--- config.mk ---
export PLATFORM = sky130hd
export DESIGN_NAME = mem_arbiter
export DESIGN_NICKNAME = d
export VERILOG_FILES = /design/src/rtl/mem_arbiter.sv
export SDC_FILE = /design/constraint.sdc
export NUM_CORES = 1
export LEC_CHECK = 0
export CAP_MARGIN = 10
export CORE_ASPECT_RATIO = 0.9
export CORE_MARGIN = 3
export CORE_UTILIZATION = 38
export DETAILED_ROUTE_END_ITERATION = 12
export PLACE_DENSITY = 0.86
export SYNTH_ARGS = -nofsm -noshare
export SYNTH_HDL_FRONTEND = slang
export SYNTH_SLANG_ARGS = --single-unit
--- constraint.sdc ---
create_clock -name CLK -period 2.7 [get_ports CLK]
set_clock_uncertainty 0.05 [all_clocks]
set_input_delay 0.81 -clock CLK [delete_from_list [all_inputs] [get_ports CLK]]
set_output_delay 0.81 -clock CLK [all_outputs]
set_load 0.01 [all_outputs]
--- src/rtl/mem_arbiter.sv ---
// Two-port memory arbiter: I-cache and D-cache share one RAM port.
// Define MEM_ARBITER_FAIR_EN for alternating grants on simultaneous requests.
module mem_arbiter (
  input  logic        CLK,
  input  logic        RST,
  input  logic        iREN,
  input  logic [31:0] iaddr,
  input  logic        dREN,
  input  logic        dWEN,
  input  logic [31:0] daddr,
  input  logic [31:0] dstore,
  output logic        iwait,
  output logic [31:0] iload,
  output logic        dwait,
  output logic [31:0] dload,
  output logic        ramREN,
  output logic        ramWEN,
  output logic [31:0] ramaddr,
  output logic [31:0] ramstore,
  input  logic [31:0] ramload,
  input  logic        ramready
);

  typedef enum logic [1:0] {
    IDLE,
    IACC,
    DACC
  } state_t;

  state_t      state;
  state_t      nstate;
  logic [31:0] lat_addr;
  logic [31:0] lat_data;
  logic        lat_wr;
  logic        ireq;
  logic        dreq;
  logic        grant_i;
  logic        grant_d;

`ifdef MEM_ARBITER_FAIR_EN
  // 1 = last grant went to D, 0 = last grant went to I
  logic        last_d;
`endif

  assign ireq = iREN;
  assign dreq = dREN | dWEN;

  // Pick a winner in IDLE; ties go to D unless fairness is enabled
  always_comb begin
    grant_i = 1'b0;
    grant_d = 1'b0;
    if (state == IDLE) begin
      if (ireq && dreq) begin
`ifdef MEM_ARBITER_FAIR_EN
        grant_d = ~last_d;
        grant_i = last_d;
`else
        grant_d = 1'b1;
`endif
      end else begin
        grant_d = dreq;
        grant_i = ireq;
      end
    end
  end

  // Next state: finish on ramready, abort if the owner drops its request
  always_comb begin
    nstate = state;
    unique case (state)
      IDLE: begin
        if (grant_d)      nstate = DACC;
        else if (grant_i) nstate = IACC;
      end
      IACC: if (ramready || !ireq) nstate = IDLE;
      DACC: if (ramready || !dreq) nstate = IDLE;
      default: nstate = IDLE;
    endcase
  end

  // RAM strobes come from latched request, never from live inputs
  always_comb begin
    ramREN   = 1'b0;
    ramWEN   = 1'b0;
    ramaddr  = '0;
    ramstore = '0;
    unique case (state)
      IACC: begin
        ramREN  = 1'b1;
        ramaddr = lat_addr;
      end
      DACC: begin
        ramREN   = ~lat_wr;
        ramWEN   = lat_wr;
        ramaddr  = lat_addr;
        ramstore = lat_wr ? lat_data : '0;
      end
      default: ;
    endcase
  end

  // Wait drops only on completion; suppressed while reset is held
  always_comb begin
    iwait = ~((state == IACC) && ramready && !RST);
    dwait = ~((state == DACC) && ramready && !RST);
    iload = iwait ? '0 : ramload;
    dload = (!dwait && !lat_wr) ? ramload : '0;
  end

  // State and grant-time latches
  always_ff @(posedge CLK) begin
    if (RST) begin
      state    <= IDLE;
      lat_addr <= '0;
      lat_data <= '0;
      lat_wr   <= 1'b0;
    end else begin
      state <= nstate;
      if (grant_d) begin
        lat_addr <= daddr;
        lat_data <= dstore;
        lat_wr   <= dWEN;
      end else if (grant_i) begin
        lat_addr <= iaddr;
        lat_data <= '0;
        lat_wr   <= 1'b0;
      end
    end
  end

`ifdef MEM_ARBITER_FAIR_EN
  // Remember who won the most recent grant
  always_ff @(posedge CLK) begin
    if (RST)                    last_d <= 1'b0;
    else if (grant_d | grant_i) last_d <= grant_d;
  end
`endif

endmodule
# Word-level counts from Yosys, hierarchy flattened
# Index checks and enable logic that the tools add are counted.
dict set report classes {
  eq_ne 5
  bitwise 4
  n_mux 22
  n_reduce_logical 16
}
# operator n
set op_table {}
lappend op_table {{$mux W32} 9}
lappend op_table {{$mux W2} 4}
lappend op_table {{$mux W1} 7}
lappend op_table {{$logic_and A1 B1 Y1} 6}
lappend op_table {{$pmux W2 S3} 1}
lappend op_table {{$logic_not A1 Y1} 4}
lappend op_table {{$ne A2 B2 Y1 const B} 2}
lappend op_table {{$ne A3 B3 Y1 const B} 1}
lappend op_table {{$not A1 Y1} 3}
lappend op_table {{$reduce_and A3 Y1} 1}
lappend op_table {{$eq A2 B1 Y1 const B} 1}
lappend op_table {{$eq A2 B2 Y1 const B} 1}
lappend op_table {{$logic_not A2 Y1} 1}
lappend op_table {{$logic_or A1 B1 Y1} 2}
lappend op_table {{$pmux W1 S2} 1}
lappend op_table {{$reduce_bool A2 Y1} 1}
lappend op_table {{$reduce_or A2 Y1} 1}
lappend op_table {{$or A1 B1 Y1} 1}
dict set report totals {
  ff_bits 67
  input_bits 134
  elab_cells 51
  output_inout_bits 132
}

# Longest topological paths before layout
dict set report depth {
  depth_word 7
  depth_mapped 8
  ltp_nobuf 6
}

# Least setup slack after synthesis
# OpenSTA, ideal clock, no wires.
dict set report synth_timing {
  path_kind {input-to-output}
  from {in ramready}
  to {out iload[24]}
  path_buffers 2
  t_arrival_ps 1525
  setup_slack_ps 315
  cell_stages 4
  path_cell_list {nor2b_1 -> clkbuf_2 -> clkbuf_2 -> and3_1}
}
dict set report synth_via {
  elab_chain_len 3
}
# element line
set synth_rtl {}
lappend synth_rtl {{start, declared} 21} ;# input logic ramready
lappend synth_rtl {{$logic_and A1 B1 Y1 (2 in series)} 104} ;# iwait = ~((state == IACC) && ramready && !RST);
lappend synth_rtl {{$mux W32} 106} ;# iload = iwait ? '0 : ramload;
lappend synth_rtl {{end, declared} 13} ;# output logic [31:0] iload,
# Every way passes these cells.

# Final worst setup path
dict set report layout_timing {
  from {in ramready}
  to {out iload[30]}
}
# Same word-level chain as after synthesis.

==> impl_results.md <==
* Syn avg cell area at 8.07 µm²
* CORE AREA at 9410 µm²
* Status: finished, final reports clean
* Global-route wire length before repair at 24.0 mm
* Largest net degree at the start of global routing at 68
* Fraction of registers with async set/reset at 0%
* Post-DP HPWL at 11.0 mm
* DP Worst Slack at -0.639 ns
* Max Buffers Root-to-Sink at 2
* Clk sink count at 67
* Fin crit period at 2.66 ns
* WL/cell at 18.4 µm
* Most used cell, CP: buf_2
* Fin worst setup slack at 0.0369 ns
* TritonCTS clock tree: built
* CTS HTree Levels at 3
* CP max stage cell: bufbuf_16
* Max frequency at 0.375 GHz
* Total routed wirelength at 15.7 mm
* Post-synthesis sequential area ratio at 35.3%
* Ports at 266
* Placer congestion estimate at 0.922
* DRT iter0 DRCs at 318
* CTS Buf Count at 9
* Setup Viol. Count Final at 0
* Post-place instance area at 6490 µm²
* Seq cells post-synth at 67
* Reg clk slew, reported paths at 0.08 ns
* DRT antenna net count at 0
* Final critical-path share of the clock period at 98.6%
* Cells after Synth at 471
* Layout cells sized above 1 at 18.1%
* Yosys top cell by area: dfxtp_1
* MaxCap Viol Count at 0
* Pins Over Slew Limit at 0
* Leakage power at 0.00341 µW
* Vias in the first global route at 4,622
* Drt pass-1 iters at 7
* Vias at 4,638
* Hold Vio Cnt, Final at 0
* Worst EP required at 1.84 ns
* Hold buffer count at cts at 0
* Die area at 11,200 µm²
* Util after Layout at 71.1%
* Worst setup EP type: primary output
* Clock latency on the worst-skew pair at 0.34 ns
* Synth area leaders: dfxtp_1 35%, and3_1 16%, a211oi_1 6.5%, nor2_1 6.5%, nand3b_1 6.3%
* CP Data Arrival Time at 1.80 ns
* Post-Layout Cell Count at 851
* Synthesized cell area at 3800 µm²
* Placed Cells incl. Taps at 819
* Power per cell area at 460 nW/µm²
* Number of synthesized flops with an enable pin at 0
* Top-area cell type share of the netlist area at 35.3%
* Vias per cell at 5.45
* Delay of the slowest critical-path stage at 0.26 ns
* # fillers at 726
* Synth cell types at 29
* Nets at 857
* Tot Pwr at 3080 µW
* Slew HR at 53.1%
* Worst-path fanout max at 8
* CTS root buffer: clkbuf_8
* CP Class: in2out
* Dominant synthesized flop cell: dfxtp_1
* Die Y at 101 µm
* Row count at 33
* GRT Overall Usage at 26.8%
* Worst-Margin Slew at 0.704 ns
* IO Port Bufs at 265
* VDD IR max at 0.268 mV
* Number of synthesis warnings at 0
* Remaining DRCs at 0
* Initial Util at 40.4%
* Hold Path Class: reg2reg
* Layout Area Growth over Synthesis at 76.3%
* Post-route cell area at 6700 µm²
* Crit start category: primary input
* Grt total ovfl at 0
* CP Cell Sequence: buf_2 > nor2b_4 > buf_6 > bufbuf_16 > and3_1 > buf_2
* Antenna violations before repair at 4
* Syn nets at 608
* Die Width at 111 µm
final timing paths:
path                                  start                         to  slack (ns)  cells past startpoint
setup / recovery                   ramready                  iload[30]        0.04                      6
hold / removal    lat_addr[20]$_SDFFE_PP0P_  lat_addr[20]$_SDFFE_PP0P_        0.45                      2
setup reg to reg      state[1]$_SDFFE_PP0P_  lat_addr[23]$_SDFFE_PP0P_        1.09                      5
hold reg to reg   lat_addr[20]$_SDFFE_PP0P_  lat_addr[20]$_SDFFE_PP0P_        0.45                      2
cell usage after synthesis, types with 2 or more instances:
library cell / number
nand3b_1: 32
ha_1: 3
clkbuf_2: 6
a211oi_1: 33
buf_6: 9
nor2_1: 66
clkbuf_1: 27
and2_1: 34
a21oi_1: 2
nand2_1: 4
nor2_2: 2
a22oi_1: 28
buf_2: 6
and3_1: 96
inv_1: 3
buf_4: 5
dfxtp_1: 67
a22oi_2: 5
o21ai_1: 25
o21ai_0: 9
power breakdown:
| group | leakage (µW) | switching, µW | internal [µW] |
|---|---|---|---|
| combinational | 0.00274 | 462 | 527 |
| clock | 0.000114 | 408 | 528 |
| sequential | 0.000556 | 53.1 | 1100 |
| total | 0.00341 | 924 | 2160 |
sequential cells by signal, summed over array words and instances, names as in the netlist:
signal	count
state	2
lat_addr	32
lat_wr	1
lat_data	32
layout make-up:
type / instances / area, µm² / share of cell area, %
clock buffers: 9 / 124 / 1.85
flip-flops and latches: 67 / 1340 / 20.1
repair buffers: 291 / 2760 / 41.2
well taps: 122 / 153 / 2.28
multi-input cells: 347 / 2190 / 32.7
diodes: 4 / 10.0 / 0.149
clock inverters: 7 / 100 / 1.49
inverters: 4 / 15.0 / 0.224
per-layer routing:
layer  track usage (%)  part of all wire (%)  vias to the layer above
met5                 0                     0                        -
met4              16.6                   6.0                        0
met3              6.42                   7.5                       57
met2              50.3                    52                      253
met1              26.8                    35                     2137
li1                  -                     -                     2191
timing repair:
item / in CTS / in global routing
cloned: 7 / 0
setup buffers: 6 / 0
pin swaps: 1 / 0
setup endpoints to repair: 132 / 66
resized for setup: 331 / 27
endpoints found under the hold margin: 0 / 0
critical path: cells and delay by family:
family / cells / cell delay (ns)
buffers and inverters: 4 / 0.64
and+or+nand+nor: 2 / 0.35
through the flow:
step | TNS (ns) | hold slack (ns)
floorplan | 0 | 0.407
global placement | -36.70 | 0.421
detailed placement | -38.58 | 0.432
CTS | -0.795 | 0.448
global route | -0.00903 | 0.465
finish | 0 | 0.447
kinds of logic (layout without fill, tap and decap cells):
kind of cell	Yosys count	count (layout)	share of synthesized area, %
flip-flops	67	67	35.3
AND/OR/NAND/NOR	237	237	35.6
AO/OA/AOI/OAI	107	107	19.8
buffers and inverters	57	311	8.30
adder cells (fa/ha/maj)	3	3	0.988
other	0	4	0
cell usage in the layout (no fill, tap or decap), types with 6 or more instances in the layout:
| cell type | n |
|---|---|
| a211oi_1 | 33 |
| a22oi_1 | 28 |
| and2_1 | 34 |
| and3_1 | 94 |
| buf_12 | 8 |
| buf_2 | 63 |
| buf_4 | 8 |
| buf_6 | 6 |
| clkbuf_8 | 9 |
| clkdlybuf4s15_1 | 8 |
| clkdlybuf4s50_1 | 140 |
| dfxtp_1 | 65 |
| dlygate4sd2_1 | 40 |
| dlymetal6s2s_1 | 7 |
| nand3b_1 | 32 |
| nor2_1 | 66 |
| o21ai_0 | 9 |
| o21ai_1 | 25 |
(Power assumes the default switching activity.)
==> RTL change, RTL diff (config.mk and constraints unchanged) <==
Encoding of `state_t`: now one-hot (3 bits for 3 states).
--- a/src/rtl/mem_arbiter.sv
+++ b/src/rtl/mem_arbiter.sv
@@ -22,8 +22,8 @@
 );
 
-  typedef enum logic [1:0] {
-    IDLE,
-    IACC,
-    DACC
+  typedef enum logic [2:0] {
+    IDLE = 3'b001,
+    IACC = 3'b010,
+    DACC = 3'b100
   } state_t;
 
Check against the original RTL: same outputs for any inputs over 10 cycles, from zero or initial values and one cycle with RST high; not proved beyond that.
==> RTL change against the unedited design <==
  * The run now ends with negative setup slack left
  * Final area grew 8.7%
  * Worst setup slack got worse by 0.28 ns
  * Area after synthesis is 0.30% lower
  * Wire length grew 6.2%
  * Power down 1.7%
  * Via count is 1.9% lower
  * Sequential cell count is 1 higher
  * Sequential share of layout area shrank 1.3 points
==> RTL change: results (changes against the unedited design) <==
stage	metric	value	unit	change
power	ir_drop	0.3060	mV	was 0.2675 mV
yosys	yosysUniqueCellTypes	38		was 29
critical_path	cpPeakStageDelay	0.39	ns	was 0.26 ns
layout	antenna_cells	0		was 4
yosys	syn-num-nets	569		was 608
worst_hold_path	hold_depth	1		was 2
critical_path	cp-startpoint	RST		was ramready
critical_path	crit_path_top_delay_cell	or3b_4		was bufbuf_16
status	violations	negative setup slack		
grt	antenna_found_initial	0		was 4
cts	clock_latency	0.32	ns	was 0.34 ns
timing	setup_violations	65		was 0
critical_path	reg2reg_to	lat_addr[18]		was lat_addr[23]
layout	reg_top3	lat_addr (32), lat_data (32), state (3)		was lat_addr (32), lat_data (32), state (2)
yosys	yosys-top-cells-area	dfxtp_1 (36%), and2_1 (21%), a22o_1 (7.4%)		was dfxtp_1 (35%), and3_1 (16%), a211oi_1 (6.5%)
critical_path	r2r_setup_slack	0.88	ns	was 1.09 ns
routing	drt_iter0_markers	234		was 318
routing	routedWlPerCell	19.93	um	was 18.42 um
layout	nets	842		was 857
placement	hpwl	10810	um	was 11010 um
timing	worst_slack	-0.2384	ns	was 0.03687 ns
status	status	finished, violations left		was finished clean
power	p_leak	3.188	nW	was 3.407 nW
timing	setup_tns	-11.78	ns	was 0 ns
critical_path	endpoint	iload[24]		was iload[30]
placement	placedCellCount	800		was 819
grt	grt_pass1_vias	4554		was 4622
placement	routabilityCongestion	0.9117		was 0.9218
grt	track_usage	25.89	%	was 26.76%
routing	via_per_inst	5.447		was 5.450
routing	vias	4548		was 4638
power	swShare	28.83	%	was 29.99%
grt	grt_max_degree	58		was 68
routing	drt_pass1_iterations	4		was 7
yosys	synth_commonest_cells	and2_1 (129), dfxtp_1 (68), a22o_1 (32)		was and3_1 (96), dfxtp_1 (67), nor2_1 (66)
timing	slew_headroom	64.42	%	was 53.07%
layout	drive_gt1_share	34.36	%	was 18.07%
yosys	yosysMostFrequentCell	and2_1		was and3_1
==> RTL change: changes by cell type after synthesis, sizes merged, moves of 4 or more <==
cell / delta
nor2: -62
and3: -96
a21oi: +29
a22o: +32
clkbuf: -4
nand3b: -32
or4b: +29
and2: +95
o32ai: +4
a31oi: +4
a211oi: -5
a22oi: -33
o21ai: -6
==> RTL change: cell families after synthesis <==
kind of cell	share of synthesized area [%]
AO/OA/AOI/OAI	24.48
AND/OR/NAND/NOR	33.23
flip-flops	35.94
buffers and inverters	6.343
==> RTL change: routing by layer <==
layer,up-vias,part of all wire (%),track usage (%)
li1,2102,-,-
met1,2156,36,27.61
met2,233,53,49.70
met3,57,6.3,5.582
met4,0,4.5,10.57
met5,-,0,0
==> RTL change: power groups by stage <==
stage / sequential, mW / combinational (mW) / clock [mW]
4_1_cts: 1.24 / 0.842 / 0.926
5_1_grt: 1.26 / 0.947 / 0.974
6_report: 1.24 / 0.872 / 0.915
2_1_floorplan: 1.23 / 0.448 / 0
3_5_place_dp: 1.26 / 0.822 / 0
3_3_place_gp: 1.25 / 0.793 / 0
==> RTL change: how the worst min path moves through the flow <==
stage | to | start
6_report | lat_data[26] | lat_data[26]
5_1_grt | lat_data[5] | lat_data[5]
4_1_cts | lat_data[25] | lat_data[25]
3_5_place_dp | lat_data[1] | lat_data[1]
3_3_place_gp | lat_data[12] | lat_data[12]
2_1_floorplan | lat_data[0] | lat_data[0]
==> RTL change: worst register-to-register path, cell delays in order, from the launching register on <==
cell	delay (ns)
dfxtp_1	0.35
buf_4	0.19
nor3b_4	0.23
buf_4	0.48
a21oi_1	0.15
a211oi_1	0.27
==> RTL change: final cells by class <==
type / instances / area [um2] / share of cell area, %
well taps: 122 / 152.6 / 2.097
clock buffers: 9 / 123.9 / 1.702
inverters: 5 / 18.77 / 0.2579
flip-flops and latches: 68 / 1363 / 18.72
clock inverters: 7 / 91.34 / 1.255
multi-input cells: 316 / 2381 / 32.71
repair buffers: 308 / 3148 / 43.25
==> RTL change: what timing repair did <==
action                                  in CTS  in global routing
pin swaps                                   36                 19
endpoints found under the setup margin     131                105
cloned                                       7                  3
hold buffers                                 0                  0
gates resized for setup                    431                120
setup buffers                               13                  2
==> RTL change: through the flow <==
stage / util [%] / worst slack [ns] / hold WS [ns] / area, um2
after floorplan: - / 0.007904 / 0.3905 / 3809
after global placement: 70.88 / -0.8581 / 0.4023 / 6673
after detailed placement: 70.88 / -0.8938 / 0.4057 / 6673
after CTS: 74.81 / -0.3598 / 0.4272 / 7043
after global routing: 77.31 / -0.2761 / 0.4401 / 7278
final: 77.31 / -0.2384 / 0.4254 / 7278
